## config.mk

```make
export PLATFORM = sky130hd
export DESIGN_NAME = phys_reg_free_list
export DESIGN_NICKNAME = d
export VERILOG_FILES = /design/src/rtl/core_types_pkg.sv /design/src/rtl/phys_reg_free_list.sv
export SDC_FILE = /design/constraint.sdc
export NUM_CORES = 1
export LEC_CHECK = 0
export CORE_AREA = 2 2 147 292
export CTS_CLUSTER_SIZE = 24
export DETAILED_ROUTE_END_ITERATION = 8
export DIE_AREA = 0 0 149 294
export PLACE_DENSITY = 0.51
export SLEW_MARGIN = 20
export SYNTH_ARGS = -nofsm -noshare
export SYNTH_HDL_FRONTEND = slang
export SYNTH_SLANG_ARGS = --single-unit
```

## constraint.sdc

```tcl
create_clock -name CLK -period 7.75 [get_ports CLK]
set_input_delay 1.55 -clock CLK [delete_from_list [all_inputs] [get_ports CLK]]
set_output_delay 1.55 -clock CLK [all_outputs]
set_load 0.02 [all_outputs]
```

## src/rtl/core_types_pkg.sv

```systemverilog
// ---------------------------------------------------------------------------
// core_types_pkg
// Shared rename-stage types and sizing.
//   phys_reg_tag_t      : physical register tag
//   checkpoint_column_t : checkpoint slot index
//   free_list_ptr_t     : free-list pointer = {wrap bit, index}
// FREE_LIST_DEPTH must be a power of two so that the pointer
// arithmetic wraps naturally.
// ---------------------------------------------------------------------------
package core_types_pkg;

    localparam int NUM_ARCH_REGS      = 32;
    localparam int NUM_PHYS_REGS      = 64;
    localparam int CHECKPOINT_COLUMNS = 4;

    localparam int PHYS_TAG_W      = $clog2(NUM_PHYS_REGS);
    localparam int FREE_LIST_DEPTH = NUM_PHYS_REGS - NUM_ARCH_REGS;
    localparam int FL_IDX_W        = $clog2(FREE_LIST_DEPTH);
    localparam int FL_CNT_W        = FL_IDX_W + 1;

    localparam logic [FL_CNT_W-1:0] FL_DEPTH_CNT = FL_CNT_W'(FREE_LIST_DEPTH);

    typedef logic [PHYS_TAG_W-1:0]                 phys_reg_tag_t;
    typedef logic [$clog2(CHECKPOINT_COLUMNS)-1:0] checkpoint_column_t;

    typedef struct packed {
        logic                wrap;
        logic [FL_IDX_W-1:0] idx;
    } free_list_ptr_t;

    // Step a pointer by +1 (dec=0) or -1 (dec=1). Treating {wrap,idx} as a
    // single counter makes the wrap bit toggle exactly when idx wraps.
    function automatic free_list_ptr_t fl_ptr_step(input free_list_ptr_t p,
                                                   input logic dec);
        logic [FL_CNT_W-1:0] v;
        v = p;
        v = dec ? (v - 1'b1) : (v + 1'b1);
        return free_list_ptr_t'(v);
    endfunction

endpackage

```

## src/rtl/phys_reg_free_list.sv

```systemverilog
// ---------------------------------------------------------------------------
// phys_reg_free_list
// Circular FIFO of free physical register tags for rename.
//   Dispatch pops the head tag (dequeue), commit pushes back freed tags
//   (enqueue), branch recovery un-pops speculated tags one per cycle
//   (revert). With FREE_LIST_CHECKPOINT_EN defined, the head pointer can be
//   saved into a slot and restored in a single cycle.
//
// Ports
//   CLK, nRST                 clock, asynchronous active-low reset
//   DUT_error                 registered protocol-violation flag (one cycle)
//   dequeue_valid             rename consumes the head tag
//   dequeue_phys_reg_tag      current head tag (combinational)
//   free_list_empty/full      occupancy flags
//   free_count                number of free entries
//   enqueue_valid/_tag        commit returns a tag
//   revert_valid/_tag         undo youngest dequeue; tag is only checked
//   save_checkpoint_*         (FREE_LIST_CHECKPOINT_EN) save head into slot
//   restore_checkpoint_*      (FREE_LIST_CHECKPOINT_EN) rewind head to slot
// ---------------------------------------------------------------------------
module phys_reg_free_list
    import core_types_pkg::*;
(
    input  logic                    CLK,
    input  logic                    nRST,
    output logic                    DUT_error,

    input  logic                    dequeue_valid,
    output phys_reg_tag_t           dequeue_phys_reg_tag,
    output logic                    free_list_empty,
    output logic                    free_list_full,
    output logic [FL_CNT_W-1:0]     free_count,

    input  logic                    enqueue_valid,
    input  phys_reg_tag_t           enqueue_phys_reg_tag,

    input  logic                    revert_valid,
    input  phys_reg_tag_t           revert_phys_reg_tag
`ifdef FREE_LIST_CHECKPOINT_EN
    ,
    input  logic                    save_checkpoint_valid,
    input  checkpoint_column_t      save_checkpoint_column,
    input  logic                    restore_checkpoint_valid,
    input  checkpoint_column_t      restore_checkpoint_column
`endif
);

    phys_reg_tag_t         array_q [FREE_LIST_DEPTH];
    free_list_ptr_t        head_q, head_d;
    free_list_ptr_t        tail_q, tail_d;
    logic                  DUT_error_q, DUT_error_d;

    free_list_ptr_t        head_m1, head_p1, tail_p1;
    logic [FL_CNT_W-1:0]   enq_next_count;
    logic                  enq_accept;
    logic                  empty, full;

    logic                  restore_hit;
    free_list_ptr_t        restore_head;

    assign head_m1 = fl_ptr_step(head_q, 1'b1);
    assign head_p1 = fl_ptr_step(head_q, 1'b0);
    assign tail_p1 = fl_ptr_step(tail_q, 1'b0);

    assign empty = (head_q == tail_q);
    assign full  = (head_q.idx == tail_q.idx) && (head_q.wrap != tail_q.wrap);

    assign dequeue_phys_reg_tag = array_q[head_q.idx];
    assign free_list_empty      = empty;
    assign free_list_full       = full;
    assign free_count           = tail_q - head_q;
    assign DUT_error            = DUT_error_q;

`ifdef FREE_LIST_CHECKPOINT_EN
    free_list_ptr_t ckpt_q [CHECKPOINT_COLUMNS];

    assign restore_hit  = restore_checkpoint_valid;
    assign restore_head = ckpt_q[restore_checkpoint_column];

    // Saved value is the post-update head so a same-cycle dequeue is
    // already accounted for in the checkpoint.
    always_ff @(posedge CLK or negedge nRST) begin
        if (!nRST) begin
            for (int i = 0; i < CHECKPOINT_COLUMNS; i++) ckpt_q[i] <= '0;
        end else if (save_checkpoint_valid) begin
            ckpt_q[save_checkpoint_column] <= head_d;
        end
    end
`else
    assign restore_hit  = 1'b0;
    assign restore_head = '0;
`endif

    // Head update priority: restore > revert > dequeue. The enqueue
    // overflow check is done against the already-updated head so that a
    // same-cycle pop makes room and a same-cycle revert consumes room.
    always_comb begin
        head_d         = head_q;
        tail_d         = tail_q;
        DUT_error_d    = 1'b0;
        enq_accept     = 1'b0;
        enq_next_count = '0;

        if (restore_hit) begin
            head_d = restore_head;
        end else if (revert_valid) begin
            if (full) begin
                DUT_error_d = 1'b1;
            end else begin
                head_d = head_m1;
                if (array_q[head_m1.idx] != revert_phys_reg_tag)
                    DUT_error_d = 1'b1;
            end
        end else if (dequeue_valid) begin
            if (empty) DUT_error_d = 1'b1;
            else       head_d = head_p1;
        end

        if (enqueue_valid) begin
            enq_next_count = tail_p1 - head_d;
            if ((enqueue_phys_reg_tag == '0) || (enq_next_count > FL_DEPTH_CNT)) begin
                DUT_error_d = 1'b1;
            end else begin
                enq_accept = 1'b1;
                tail_d     = tail_p1;
            end
        end
    end

    always_ff @(posedge CLK or negedge nRST) begin
        if (!nRST) begin
            head_q      <= '0;
            tail_q      <= '{wrap: 1'b1, idx: '0};
            DUT_error_q <= 1'b0;
        end else begin
            head_q      <= head_d;
            tail_q      <= tail_d;
            DUT_error_q <= DUT_error_d;
        end
    end

    // At reset every non-architectural phys reg is free, in ascending order.
    always_ff @(posedge CLK or negedge nRST) begin
        if (!nRST) begin
            for (int i = 0; i < FREE_LIST_DEPTH; i++)
                array_q[i] <= phys_reg_tag_t'(NUM_ARCH_REGS + i);
        end else if (enq_accept) begin
            array_q[tail_q.idx] <= enqueue_phys_reg_tag;
        end
    end

endmodule

```

Word-level counts from Yosys, hierarchy flattened:

Cells that the tools add are included.

* add/subtract/negate cells: 5
* multipliers: 0
* divide/modulo/power cells: 0
* magnitude comparators: 5
* eq/ne operators: 4
* shifts and indexed selects: 0
* multiplexer cells: 22
* bitwise operators: 4
* reduce and logical (&&, ||, !) cells: 5

Operators with widths (number)
* 192-bit bitwise mux: 1
* 6-bit binary-select mux with 5-bit select: 2
* 6-bit two-way mux: 9
* 6-bit demux with 5-bit select: 1
* 6-bit greater-or-equal comparator (second input constant): 3
* 5-bit NOT with 6-bit output: 3
* 6-bit by 1-bit adder with 6-bit output (second input constant): 2
* 6-bit subtractor: 2
* 1-bit two-way mux: 9
* 6-bit equality test: 1
* 6-bit > comparator (second input constant): 1
* 6-bit zero test: 1
* 6-bit by 1-bit less-than comparator with 1-bit output (second input constant): 1
* 6-bit != test: 1
* 6-bit by 1-bit subtractor with 6-bit output (second input constant): 1
* 5-bit equality test: 1
* 1-bit logical AND: 2
* 2-bit AND reduction: 1
* 1-bit logical OR: 1
* 1-bit != test: 1
* 1-bit NOT: 1

* register bits: 205
* bits in latches: 0
* RAM bits: 0
* ROM bits: 0
* input port bits: 17
* output and inout port bits: 15
* logic and storage cells: 82
* memories kept: 0

Longest topological paths before layout:

Gate-level depths: netlist (run 1).

* word-level depth: 11
* depth in mapped cells: 22
* mapped depth without buffers: 18

Least setup slack after synthesis (run 1):

Ideal clock, no wire load.

* path kind: register to register
* start: register head_q[0] (netlist bit)
* end: register array_q[100] (netlist bit)
* setup time: 0.125 ns
* arrival time: 5.701 ns
* slack: 1.925 ns
* stages on the path, launching flop included: 21
* clock period less this slack: 5.825 ns
* cell sequence: dfrtp_1 buf_6 buf_2 buf_2 clkbuf_1 inv_1 ha_1 clkbuf_1 buf_1 clkbuf_1 nor2_1 o31ai_1 ha_1 nor2b_1 o21ai_0 or3b_2 a211o_1 a311oi_2 buf_4 nor3b_4 mux2_2

* word-level cells in the longest chain between the ends: 9
* elaborated cells between the ends (all ways): 14
* those cells by class: 3 x add/sub; 1 x order compare; 2 x eq/ne; 6 x mux; 2 x reduce/logical

Ends and longest elaborated chain
* from (decl): RTL line phys_reg_free_list.sv:49 `free_list_ptr_t head_q, head_d;`
* from (signal assigned): RTL line phys_reg_free_list.sv:132 `head_q <= '0;`
* from (signal assigned): RTL line phys_reg_free_list.sv:136 `head_q <= head_d;`
* 6-bit by 1-bit adder with 6-bit output (tied with other cells): RTL line core_types_pkg.sv:37 `v = dec ? (v - 1'b1) : (v + 1'b1);`
* 6-bit two-way mux / 1-bit logical AND (equally long branches): RTL line phys_reg_free_list.sv:115, phys_reg_free_list.sv:66
* 6-bit two-way mux, on equally long branches: RTL line phys_reg_free_list.sv:114, phys_reg_free_list.sv:107
* 6-bit two-way mux (*): RTL line phys_reg_free_list.sv:106 `end else if (revert_valid) begin`
* 6-bit subtractor (*): RTL line phys_reg_free_list.sv:120 `enq_next_count = tail_p1 - head_d;`
* 6-bit > comparator (*): RTL line phys_reg_free_list.sv:121 `if ((enqueue_phys_reg_tag == '0) || (enq_next_count > FL_DEPTH_CNT)) begin`
* 1-bit logical OR (*): RTL line phys_reg_free_list.sv:121
* 1-bit two-way mux (*): RTL line phys_reg_free_list.sv:121
* 1-bit two-way mux (*): RTL line phys_reg_free_list.sv:119 `if (enqueue_valid) begin`
* to (signal, indexed assignment): RTL line phys_reg_free_list.sv:146 `array_q[i] <= phys_reg_tag_t'(NUM_ARCH_REGS + i);`
* to (signal, indexed assignment): RTL line phys_reg_free_list.sv:148 `array_q[tail_q.idx] <= enqueue_phys_reg_tag;`
* to (decl): RTL line phys_reg_free_list.sv:48 `phys_reg_tag_t array_q [FREE_LIST_DEPTH];`

Every way passes the cells marked *; elsewhere a longest branch is shown, timed or not.
A chain may end at the register's enable or synchronous reset.

Worst setup path after layout (run 1):

* start: register head_q[0] (netlist bit)
* end: output dequeue_phys_reg_tag[2]

* word-level cells in the longest chain between the ends: 4

Ends and longest elaborated chain
* 5-bit NOT with 6-bit output (implied by the code): RTL line phys_reg_free_list.sv:68 `assign dequeue_phys_reg_tag = array_q[head_q.idx];`
* 6-bit binary-select mux with 5-bit select: RTL line phys_reg_free_list.sv:68
* 6-bit two-way mux (implied by the code) (2 in a row): RTL line phys_reg_free_list.sv:68
* to (decl): RTL line phys_reg_free_list.sv:29 `output phys_reg_tag_t dequeue_phys_reg_tag,`

No other way between the ends. The select of a mux whose other input is x is not followed.

==> metrics.yaml, run 1 <==
placed_design:
  gp_congestion: 0.811
  placement.io_buffers: 31
  dp_hpwl_um: 25800
routing:
  drc: 0
  via_per_inst: 5.44
  ant_nets: 0
  first_pass_iters: 4
  drt_wl_total_um: 37100
  drt_iter0_drc: 359
  wl_per_cell_um: 26.5
  vias: 7609
cells_and_area:
  post-route-util_pct: 33.2
  fillers: 4126
  drive_above_1_share_pct: 53.1
  num-nets-final: 879
  n_antenna_cell: 0
  area_delta_synth_final_pct: 12.5
  final_cell_mix: "mux2_2 (141), dfstp_2 (113), mux4_2 (108), dfrtp_1 (90), mux2_1 (45)"
  layout_commonest_cell: "mux2_2"
clock_network:
  htreeDepth: 1
  cts-root-buf: "clkbuf_16"
  cts_sinks: 205
  ctsResizeCount: 0
  cts_hold_buf: 0
  clockBufferDepth: 3
  clk-insertion-delay-late_ns: 0.52
  cts_tree: "done"
  post_cts_buffers: 0
  numCtsBuffers: 20
  clk_pin_slew_ns: 0.07
floorplanning:
  die_w_um: 149
  rows: 106
  dieHeight_um: 294
  coreArea_um2: 41600
  start_util_pct: 29.5
  fp.dieArea_um2: 43800
  pin_count: 32
timing:
  worst_pin_slew_ns: 1.11
  fmax_mhz: 174
  skew_ns: 0.00835
  drv_slew: 0
  setup_viol: 0
  slew_headroom_pct: 26.1
  min_period_ns: 5.75
  rsz0062_at_grt: "false"
  hold_viol: 0
  tns_ns: 0
  period_share_pct: 74.2
power_and_ir_drop:
  pwr-share-seq_pct: 30.9
  intPower_mw: 4.01
  switchingPower_mw: 2.88
  finalPower_mw: 6.89
  irDropWorstVdd_mv: 0.273
  clkPwrFrac_pct: 15.4
  p_leak_nw: 5.42
  switching_share_pct: 41.8
  p_comb_share_pct: 53.7
  p_per_area_nw_per_um2: 499
setup_path:
  crit_chain: "buf_4 -> mux4_2 -> mux4_2 -> nand2_1 -> nand2_1 -> clkdlybuf4s50_1"
  crit_required_ns: 6.20
  worst-r2r-cell-count: 17
  critical_path.max_fanout: 43
  timing.rr.end: "array_q[80]$_DFFE_PN0P_"
  critPathSlowestCell: "dfrtp_4"
  ff2ff_setup_slack_ns: 2.12
  slowest_delay_ns: 0.95
  cp_top_family: "buffers and inverters"
  crit_arrival_ns: 4.20
  path_buf_inv: 2
  r2r-start: "head_q[3]$_DFF_PN0_"
  critPathLaunchType: "flip-flop"
  critPathKind: "reg -> out"
  cp-end-kind: "primary output"
global_route:
  grt_pass1_vias: 8095
  grt_start_max_net_pins: 154
  grt_pass1_wl_um: 55400
  grt_overflow: 0
  antenna_found_initial: 1
  track_usage_pct: 17.3
synth:
  ys_warn_count: 0
  avgSynthCellArea_um2: 14.6
  synth_seq_cells: 205
  synthArstFlopShare_pct: 100
  synth-edff-count: 0
  synth_ff_type: "dfstp_2"
  synth_fp_nets: 877
  netlist_instances: 842
  ys_seq_area_share_pct: 42.9
  ys_types: 59
  synth_area_um2: 12300
hold_path:
  hold_start: "array_q[182]$_DFFE_PN0P_"
  min_to: "array_q[182]$_DFFE_PN0P_"
  min_path_type: "reg -> reg"
  worstHoldPathCells: 1
flow_run:
  max-cap-violations: 0
run_status:
  status: "complete, no violations"
[power groups by stage]
stage / Clock [mW] / Sequential, mW / Combinational (mW)
finish: 1.06 / 2.13 / 3.70
global route: 1.12 / 2.20 / 3.93
CTS: 1.09 / 2.13 / 3.73
detailed placement: 0 / 2.15 / 3.72
global placement: 0 / 2.12 / 3.70
floorplan: 0 / 1.87 / 2.76
[registers in the layout (all words and copies together) (netlist names)]
name       cells
tail_q         6
DUT_error      1
head_q         6
array_q      192
[worst register-to-register path, cell delays in order (launching register included)]
cell      delay [ns]
dfrtp_1         0.33
buf_4           0.34
inv_1           0.17
ha_1            0.38
and3_1          0.17
nand3_1         0.25
nor2b_1         0.29
nor2_1          0.16
o31ai_1         0.54
ha_1            0.32
nor2b_1         0.14
o21ai_0         0.13
or3b_2          0.46
a211o_1         0.35
a311oi_4        0.26
buf_12          0.34
and3_1          0.50
mux2_2          0.38
[through the flow]
step	instance area [um2]	setup WS, ns	hold slack (ns)	std cells
2_1_floorplan	12300	1.92	0.476	842
4_1_cts	13800	1.86	0.522	1398
3_3_place_gp	13100	1.89	0.490	1362
6_report	13800	2.00	0.522	1398
5_1_grt	13800	1.63	0.533	1398
3_5_place_dp	13100	1.84	0.506	1362
[layout make-up]
type	count	area, um2	share of cell area [%]
multi-input cells	550	6640	48.0
clock inverters	6	80.1	0.580
inverters	19	71.3	0.516
clock buffers	30	609	4.41
repair buffers	48	467	3.38
flip-flops and latches	205	5280	38.2
well taps	540	676	4.89
[cells in the mapped netlist (16+ instances only)]
cell,n,area (um2)
clkbuf_1,45,169
dfrtp_1,92,2300
dfstp_2,113,2970
ha_1,16,200
inv_1,17,63.8
mux2_1,45,507
mux2_2,141,1590
mux4_2,108,2430
nand2_1,42,158
nand3_1,19,95.1
nand3_4,23,403
xnor2_1,26,228
[metal layers]
metal | part of all wire, % | GRT usage [%]
met5 | 0 | 0
met4 | 7.6 | 11.7
met3 | 2.8 | 1.07
met2 | 55 | 32.4
met1 | 34 | 18.1
[logic make-up after synthesis]
logic type / Yosys count / synth area share (%)
and+or+nand+nor: 144 / 8.54
DFF: 205 / 42.9
adders and majority gates: 18 / 1.96
buffers and inverters: 87 / 3.25
xor gates and xnor gates: 30 / 2.14
AOI/OAI and AO/OA: 50 / 2.91
muxes: 308 / 38.3
[worst max path at each step]
stage / from / to / slack, ns / cells after the start
floorplan: head_q[0]$_DFF_PN0_ / array_q[100]$_DFFE_PN0P_ / 1.92 / 20
global placement: revert_valid / array_q[100]$_DFFE_PN0P_ / 1.89 / 13
detailed placement: revert_valid / array_q[100]$_DFFE_PN0P_ / 1.84 / 16
CTS: head_q[0]$_DFF_PN0_ / dequeue_phys_reg_tag[2] / 1.86 / 6
global route: head_q[0]$_DFF_PN0_ / array_q[100]$_DFFE_PN0P_ / 1.63 / 16
finish: head_q[0]$_DFF_PN0_ / dequeue_phys_reg_tag[2] / 2.00 / 6
(Power assumes the default switching activity.)
==> run 2: changes to the inputs <==
==> constraint.sdc (replaced) <==
create_clock -name CLK -period 5.38 [get_ports CLK]
set_input_delay 1.076 -clock CLK [delete_from_list [all_inputs] [get_ports CLK]]
set_output_delay 1.076 -clock CLK [all_outputs]
set_load 0.02 [all_outputs]
==> run 2 against run 1 <==
  * Highest routed layer unchanged
  * Cell area up 0.83%
  * Register-to-register slack got worse by 1.8 ns
  * Die area is the same
  * Sequential power is 35% higher
==> metrics.yaml, run 2 (synthesis results as in run 1) <==
power_and_ir_drop:
  p_per_area_nw_per_um2: 719
  switchingPower_mw: 4.18
  clkPwrFrac_pct: 14.5
  irDropWorstVdd_mv: 0.326
  p_comb_share_pct: 56.8
  p_leak_nw: 5.48
  intPower_mw: 5.83
  switching_share_pct: 41.8
  pwr-share-seq_pct: 28.7
clock_network:
  post_cts_buffers: 0
  clk-insertion-delay-late_ns: 0.52
  cts-root-buf: "clkbuf_16"
  cts_tree: "done"
  clockBufferDepth: 3
  numCtsBuffers: 20
  clk_pin_slew_ns: 0.07
  cts_sinks: 205
  htreeDepth: 1
timing:
  period_share_pct: 93.4
  slew_headroom_pct: 22.5
  tns_ns: 0
  min_period_ns: 5.02
  drv_slew: 0
  fmax_mhz: 199
  setup_viol: 0
  worst_pin_slew_ns: 1.15
  rsz0062_at_grt: "false"
  skew_ns: 0.0149
  hold_viol: 0
routing:
  via_per_inst: 5.32
  vias: 7521
  ant_nets: 0
  wl_per_cell_um: 26.2
  first_pass_iters: 4
  drt_iter0_drc: 362
  drc: 0
  drt_wl_total_um: 37100
global_route:
  grt_start_max_net_pins: 108
  antenna_found_initial: 0
  grt_pass1_vias: 8175
  track_usage_pct: 17.4
  grt_pass1_wl_um: 56200
  grt_overflow: 0
hold_path:
  min_path_type: "reg -> reg"
cells_and_area:
  layout.cells.non_filler: 1414
  drive_above_1_share_pct: 53.9
  final_cell_mix: "mux2_2 (141), dfstp_2 (113), mux4_2 (108), dfrtp_1 (90), mux2_1 (45)"
  largest_reg_flops: 192
  largestRegisters: "array_q (192), head_q (6), tail_q (6)"
  layout_commonest_cell: "mux2_2"
  num-nets-final: 895
  area_delta_synth_final_pct: 13.5
  regMostFlops: "array_q"
  n_antenna_cell: 0
floorplanning:
  pin_count: 32
  coreArea_um2: 41600
  dieHeight_um: 294
  start_util_pct: 29.5
  fp.dieArea_um2: 43800
  rows: 106
  die_w_um: 149
setup_path:
  critPathLaunchType: "flip-flop"
  cp-end-kind: "flip-flop"
  crit_arrival_ns: 5.42
  critical_path.max_fanout: 24
  critPathKind: "reg -> reg"
  crit_required_ns: 5.77
placed_design:
  dp_hpwl_um: 26100
  placed_cells: 1378
  gp_congestion: 0.839
  placement.io_buffers: 31
flow_run:
  max-cap-violations: 0
run_status:
  status: "complete, no violations"
run 2: cell types whose count changed in the layout (fill, tap and decap cells not counted), sizes merged:
cell and change:
buf +16, clkbuf +4, clkinv -3, bufinv -2, clkinvlp +1
run 2: worst paths after layout:
| check | endpoint | slack (ns) | cells past startpoint | start |
|---|---|---|---|---|
| max | array_q[100]$_DFFE_PN0P_ | 0.36 | 15 | head_q[0]$_DFF_PN0_ |
| min in group asynchronous | array_q[165]$_DFFE_PN0P_ | 0.56 | 1 | nRST |
| max in group asynchronous | array_q[81]$_DFFE_PN0P_ | 3.67 | 2 | nRST |
| min | array_q[138]$_DFFE_PN0P_ | 0.53 | 1 | array_q[138]$_DFFE_PN0P_ |
| max reg2reg | array_q[100]$_DFFE_PN0P_ | 0.36 | 15 | head_q[0]$_DFF_PN0_ |
| min reg2reg | array_q[138]$_DFFE_PN0P_ | 0.53 | 1 | array_q[138]$_DFFE_PN0P_ |
run 2: power by group through the flow:
| stage | registers (mW) | logic (mW) | clock network [mW] |
|---|---|---|---|
| CTS | 2.87 | 5.75 | 1.49 |
| detailed placement | 2.89 | 5.72 | 0 |
| global route | 2.96 | 6.02 | 1.54 |
| finish | 2.87 | 5.68 | 1.45 |
| global placement | 2.86 | 5.70 | 0 |
| floorplan | 2.69 | 3.98 | 0 |
run 2: per-layer routing:
layer | global-route usage [%] | up-vias | share of wire (%)
met5 | 0 | - | 0
met4 | 6.53 | 0 | 3.9
met3 | 1.21 | 46 | 2.5
met2 | 34.8 | 155 | 58
met1 | 18.6 | 4093 | 35
li1 | - | 3227 | -
run 2: timing repair:
action | 4_1_cts | 5_1_grt
gates resized for setup | 0 | 1
hold buffers | 0 | 0
endpoints found under the setup margin | 0 | 3
run 2: metrics by stage:
stage                     cell area (um2)  hold slack, ns  setup WS [ns]  util, %  power [mW]
after floorplan                     12300           0.476        0.00489        -        6.68
final                               13900           0.530          0.356     33.4        10.0
after CTS                           13900           0.528          0.169     33.4        10.1
after global routing                13900           0.544         0.0899     33.4        10.5
after global placement              13300           0.497        -0.0254     31.8        8.56
after detailed placement            13300           0.513        0.00491     31.8        8.62
run 2: worst max-delay path: stages, from the launching register on:
cell and delay [ns]:
dfrtp_4 0.51, ha_1 0.33, and3_1 0.15, nand3_1 0.25
o21ai_0 0.38, nor2_1 0.09, o31ai_2 0.37, ha_1 0.30
nor2b_1 0.14, o21ai_0 0.12, or3b_2 0.45, a211o_1 0.35
a311oi_4 0.28, buf_12 0.26, nor3b_4 0.52, mux2_2 0.39
run 2: area by class of cell:
| type | instances | area [um2] |
|---|---|---|
| repair buffers | 64 | 612 |
| flip-flops and latches | 205 | 5280 |
| multi-input cells | 550 | 6640 |
| well taps | 540 | 676 |
| fillers | 4096 | 27700 |
| clock inverters | 2 | 12.5 |
| inverters | 19 | 71.3 |
| clock buffers | 34 | 644 |
==> RTL edit 1 (settings of run 1) <==
Put a register stage on the output `free_count`, with the module's reset. The value now appears one clock later. The other outputs are not delayed to match.
--- a/src/rtl/phys_reg_free_list.sv
+++ b/src/rtl/phys_reg_free_list.sv
@@ -68,7 +68,13 @@
     assign dequeue_phys_reg_tag = array_q[head_q.idx];
     assign free_list_empty      = empty;
     assign free_list_full       = full;
-    assign free_count           = tail_q - head_q;
+    always_ff @(posedge CLK or negedge nRST) begin
+        if (!nRST) begin
+            free_count <= '0;
+        end else begin
+            free_count <= tail_q - head_q;
+        end
+    end
     assign DUT_error            = DUT_error_q;
 
 `ifdef FREE_LIST_CHECKPOINT_EN
Check against the original RTL: not equivalent (Yosys sat finds a counterexample within 4 cycles, from zero or initial values and one cycle with nRST low).
==> RTL edit 1 against run 1 <==
Synthesized cell count is 13% higher. Synthesized area is 0.86% higher. Power is 1.2% higher. Worst setup slack worse by 0.13 ns. Cell area is 0.26% higher. Non-clock buffer count is 3 higher. Sequential cell count is 6 higher. Wire length is 3.9% higher. Clock power is 9.9% lower. Largest cell class unchanged. Largest power group unchanged. Highest routed layer unchanged.
==> RTL edit 1: results (changes against run 1) <==
outcome=completed (unchanged); gp weighted congestion=0.8809 (was 0.8108); GRT Util Overall=17.91% (was 17.27%); 1st-iter DRT viols=330 (was 359); vias in the first global route=8,718 (was 8,095); routed via count=8,154 (was 7,609); post-synthesis mux area share=35.82% (was 38.26%); Synth Area in Adders=1.940% (was 1.957%); Synth cell types=53 (was 59); leading post-synthesis cells by cell area=dfstp_2, dfrtp_1, mux2_2 (was dfstp_2, mux4_2, dfrtp_1); critical register-to-register path endpoint=array_q[19] (was array_q[80]); Pre-antenna DRT Iters=5 (was 4); post-synthesis sequential area ratio=43.79% (was 42.94%); P_leak=5.674 nW (was 5.416 nW); global-route wire length before repair=58.00 mm (was 55.41 mm); post-synthesis xor/xnor area fraction=2.264% (was 2.140%); largest net degree at the start of global routing=136 (was 154); Arrival @ worst endpoint=6.27 ns (was 4.20 ns); maximum VDD drop=0.0003458 V (was 0.0002726 V); CTS buffer count=21 (was 20); Avg WL per Cell=25.59 um (was 26.53 um); pre-CTS setup slack=1.604 ns (was 1.841 ns); placed cell area=0.01326 sq mm (was 0.01313 sq mm); Worst R2R Setup Slack=1.88 ns (was 2.12 ns); Worst Setup Path Type=register to register (was register to output pin); CP Max Fanout=41 (was 43)
## RTL edit 1: cell types whose count changed after synthesis, sizes merged, moves of 4 or more
cell     delta
nor2        +5
dfrtp       +6
buf         +9
nand2       -9
nand3      +39
o21ai       -4
nor2b       +7
xor2        +5
a22oi      +16
and3       -11
mux4       -48
mux2i      +83
a2111oi     +7
nand4      +20
## RTL edit 1: cells by family after synthesis
kind of cell	count (synthesis)
fa+ha+maj	18
flops	211
xor+xnor	32
compound gates	57
mux	344
buf+inv	92
simple gates	198
## RTL edit 1: through the flow
| stage | utilization (%) | instances | power (mW) |
|---|---|---|---|
| 3_5_place_dp | 31.83 | 1469 | 6.051 |
| 2_1_floorplan | - | 952 | 4.782 |
| 6_report | 33.26 | 1506 | 6.973 |
| 5_1_grt | 33.26 | 1506 | 7.349 |
| 4_1_cts | 33.26 | 1506 | 7.025 |
| 3_3_place_gp | 31.83 | 1469 | 6.003 |
## RTL edit 1: cell type report
class	count	area [sq um]
clock buffers	32	566.8
clock inverters	5	27.53
fillers	4217	27790
inverters	18	67.56
multi-input cells	649	6609
flip-flops and latches	211	5426
well taps	540	675.6
repair buffers	51	478.0
## RTL edit 1: per-layer routing
metal / track usage, % / wire length, um / vias to the layer above
met5: 0 / 0 / -
met4: 10.03 / 2261 / 0
met3: 1.798 / 1243 / 79
met2: 33.26 / 21130 / 192
met1: 19.56 / 13910 / 4310
li1: - / - / 3573
## RTL edit 1: where the power goes
group / switching, mW / internal (mW) / total, mW / leakage [nW]
sequential: 0.434 / 1.70 / 2.13 / 2.44
combinational: 2.18 / 1.71 / 3.89 / 2.95
clock: 0.449 / 0.506 / 0.955 / 0.288
## RTL edit 1: worst min path at each step
| stage | from | to |
|---|---|---|
| 2_1_floorplan | array_q[6] | array_q[6] |
| 4_1_cts | array_q[124] | array_q[124] |
| 5_1_grt | array_q[124] | array_q[124] |
| 6_report | array_q[124] | array_q[124] |
| 3_3_place_gp | array_q[178] | array_q[178] |
| 3_5_place_dp | array_q[124] | array_q[124] |
## RTL edit 1: critical path: stages, from the launching register on
cell,delay (ns)
dfrtp_4,0.71
ha_1,0.46
and3_1,0.17
nand3_1,0.19
nor2_1,0.24
nor2b_1,0.15
nor2b_1,0.16
o31ai_1,0.43
ha_1,0.31
nor2b_1,0.14
o21ai_0,0.14
or3b_2,0.47
a2111oi_2,0.46
o311a_2,0.61
buf_4,0.44
nand3_2,0.24
mux2_2,0.36
==> RTL edit 2 (settings of run 1) <==
Made on the original files. The option `FREE_LIST_CHECKPOINT_EN` is turned on by a define.
--- a/src/rtl/phys_reg_free_list.sv
+++ b/src/rtl/phys_reg_free_list.sv
@@ -18,6 +18,8 @@
 //   save_checkpoint_*         (FREE_LIST_CHECKPOINT_EN) save head into slot
 //   restore_checkpoint_*      (FREE_LIST_CHECKPOINT_EN) rewind head to slot
 // ---------------------------------------------------------------------------
+`define FREE_LIST_CHECKPOINT_EN
+
 module phys_reg_free_list
     import core_types_pkg::*;
 (
Interface: changed (added restore_checkpoint_column, restore_checkpoint_valid, save_checkpoint_column and save_checkpoint_valid); port bits go from 32 to 38. The function was not compared with the original's and may differ.
==> RTL edit 2 against run 1 <==
Sequential cell count grew 24. Via count increased by 16%. Clock power is 25% higher. Cell area grew 12%. Wire length is 16% higher. Synthesized area up 13%. Power is 11% higher. Worst setup slack got worse by 0.66 ns. Critical path type is now register to register. Largest cell class unchanged.
==> RTL edit 2: results (changes against run 1) <==
outcome=completed (unchanged); 1st-iter DRT viols=514 (was 359); family with the most delay on the worst path=simple AND/OR/NAND/NOR gates (was buffers and inverters); Synth cell types=57 (was 59); Avg WL per Cell=27.04 um (was 26.53 um); initial antenna violation count=0 (was 1); post-layout net count=1,067 (was 879); Synth top cells by count=dfrtp_1, mux2_4, dfstp_2 (was mux2_2, dfstp_2, mux4_2); gp weighted congestion=0.8339 (was 0.8108); global-route wire length before repair=64.61 mm (was 55.41 mm); Post-synth top flop=dfrtp_1 (was dfstp_2); Slew headroom=28.18% (was 26.08%); GRT Util Overall=19.92% (was 17.27%); I/O Buffers=37 (was 31); Inst Count DP=1,539 (was 1,362); CP Max Fanout=28 (was 43); vias per cell=5.574 (was 5.443); Arrival @ worst endpoint=6.82 ns (was 4.20 ns); Synth Area per Inst=13.30 sq um (was 14.58 sq um); post-synthesis sequential area ratio=42.26% (was 42.94%); met3 Use GR=1.798% (was 1.070%); layout cells sized above 1=44.35% (was 53.15%); top flop regs=array_q: 192 flops, ckpt_q: 24 flops (was array_q: 192 flops, head_q: 6 flops, tail_q: 6 flops); Global Route met1 Usage=22.76% (was 18.11%); met2 GRT Util=36.17% (was 32.42%); vias in the first global route=9,549 (was 8,095); placed cell area=0.01461 sq mm (was 0.01313 sq mm); Crit path largest cell delay=0.97 ns (was 0.95 ns); CTS buffer count=25 (was 20); Final HPWL DP=29.38 mm (was 25.80 mm); Pre-antenna DRT Iters=5 (was 4); non-filler cells, final=1,584 (was 1,398); Post-CTS Resized=0 (unchanged); maximum VDD drop=0.0003030 V (was 0.0002726 V); pre-CTS setup slack=1.334 ns (was 1.841 ns); CP max stage cell=dfrtp_1 (was dfrtp_4); Worst Clk Skew=0.01308 ns (was 0.008346 ns); P_leak=6.694 nW (was 5.416 nW); Yosys top cell area share=21.37% (was 24.18%); leading post-synthesis cells by cell area=dfstp_2, dfrtp_1, mux2_4 (was dfstp_2, mux4_2, dfrtp_1); largest net degree at the start of global routing=149 (was 154)
==> RTL edit 2: power breakdown <==
part | leakage, nW | total [mW] | switching (mW) | internal [mW]
Sequential | 2.67 | 2.35 | 0.502 | 1.85
Combinational | 3.59 | 3.97 | 2.09 | 1.88
Clock | 0.439 | 1.33 | 0.521 | 0.807
Total | 6.69 | 7.65 | 3.11 | 4.54
==> RTL edit 2: tightest hold or removal path: stages (launching register included) <==
cell and delay [ns]:
dfrtp_1 0.34, nand2_1 0.05, o31ai_1 0.05
==> RTL edit 2: cell families after synthesis <==
logic type,synth area share (%)
AO/OA/AOI/OAI,6.438
XOR/XNOR,1.954
adder cells (fa/ha/maj),1.729
buffers and inverters,4.277
flip-flops,42.26
multiplexers,36.79
AND/OR/NAND/NOR,6.556
==> RTL edit 2: worst paths after layout <==
path | start | end | slack (ns) | depth (start not counted)
max reg2reg | head_q[2] | array_q[13] | 1.34 | 16
min | ckpt_q[11] | ckpt_q[11] | 0.47 | 2
max in group asynchronous | nRST | array_q[182] | 5.46 | 2
min reg2reg | ckpt_q[11] | ckpt_q[11] | 0.47 | 2
max | head_q[2] | array_q[13] | 1.34 | 16
min in group asynchronous | nRST | array_q[128] | 1.00 | 1
==> RTL edit 2: area by class of cell <==
class	count	area, sq um
well taps	540	675.6
clock inverters	11	186.4
flip-flops and latches	229	5877
repair buffers	52	500.5
inverters	21	78.83
fillers	4079	26140
clock buffers	34	709.4
multi-input cells	697	7481
==> RTL edit 2: metal layers <==
metal	up-vias	part of all wire, %
li1	3866	-
met4	0	6.4
met2	210	53
met1	4653	38
met3	100	2.7
met5	-	0
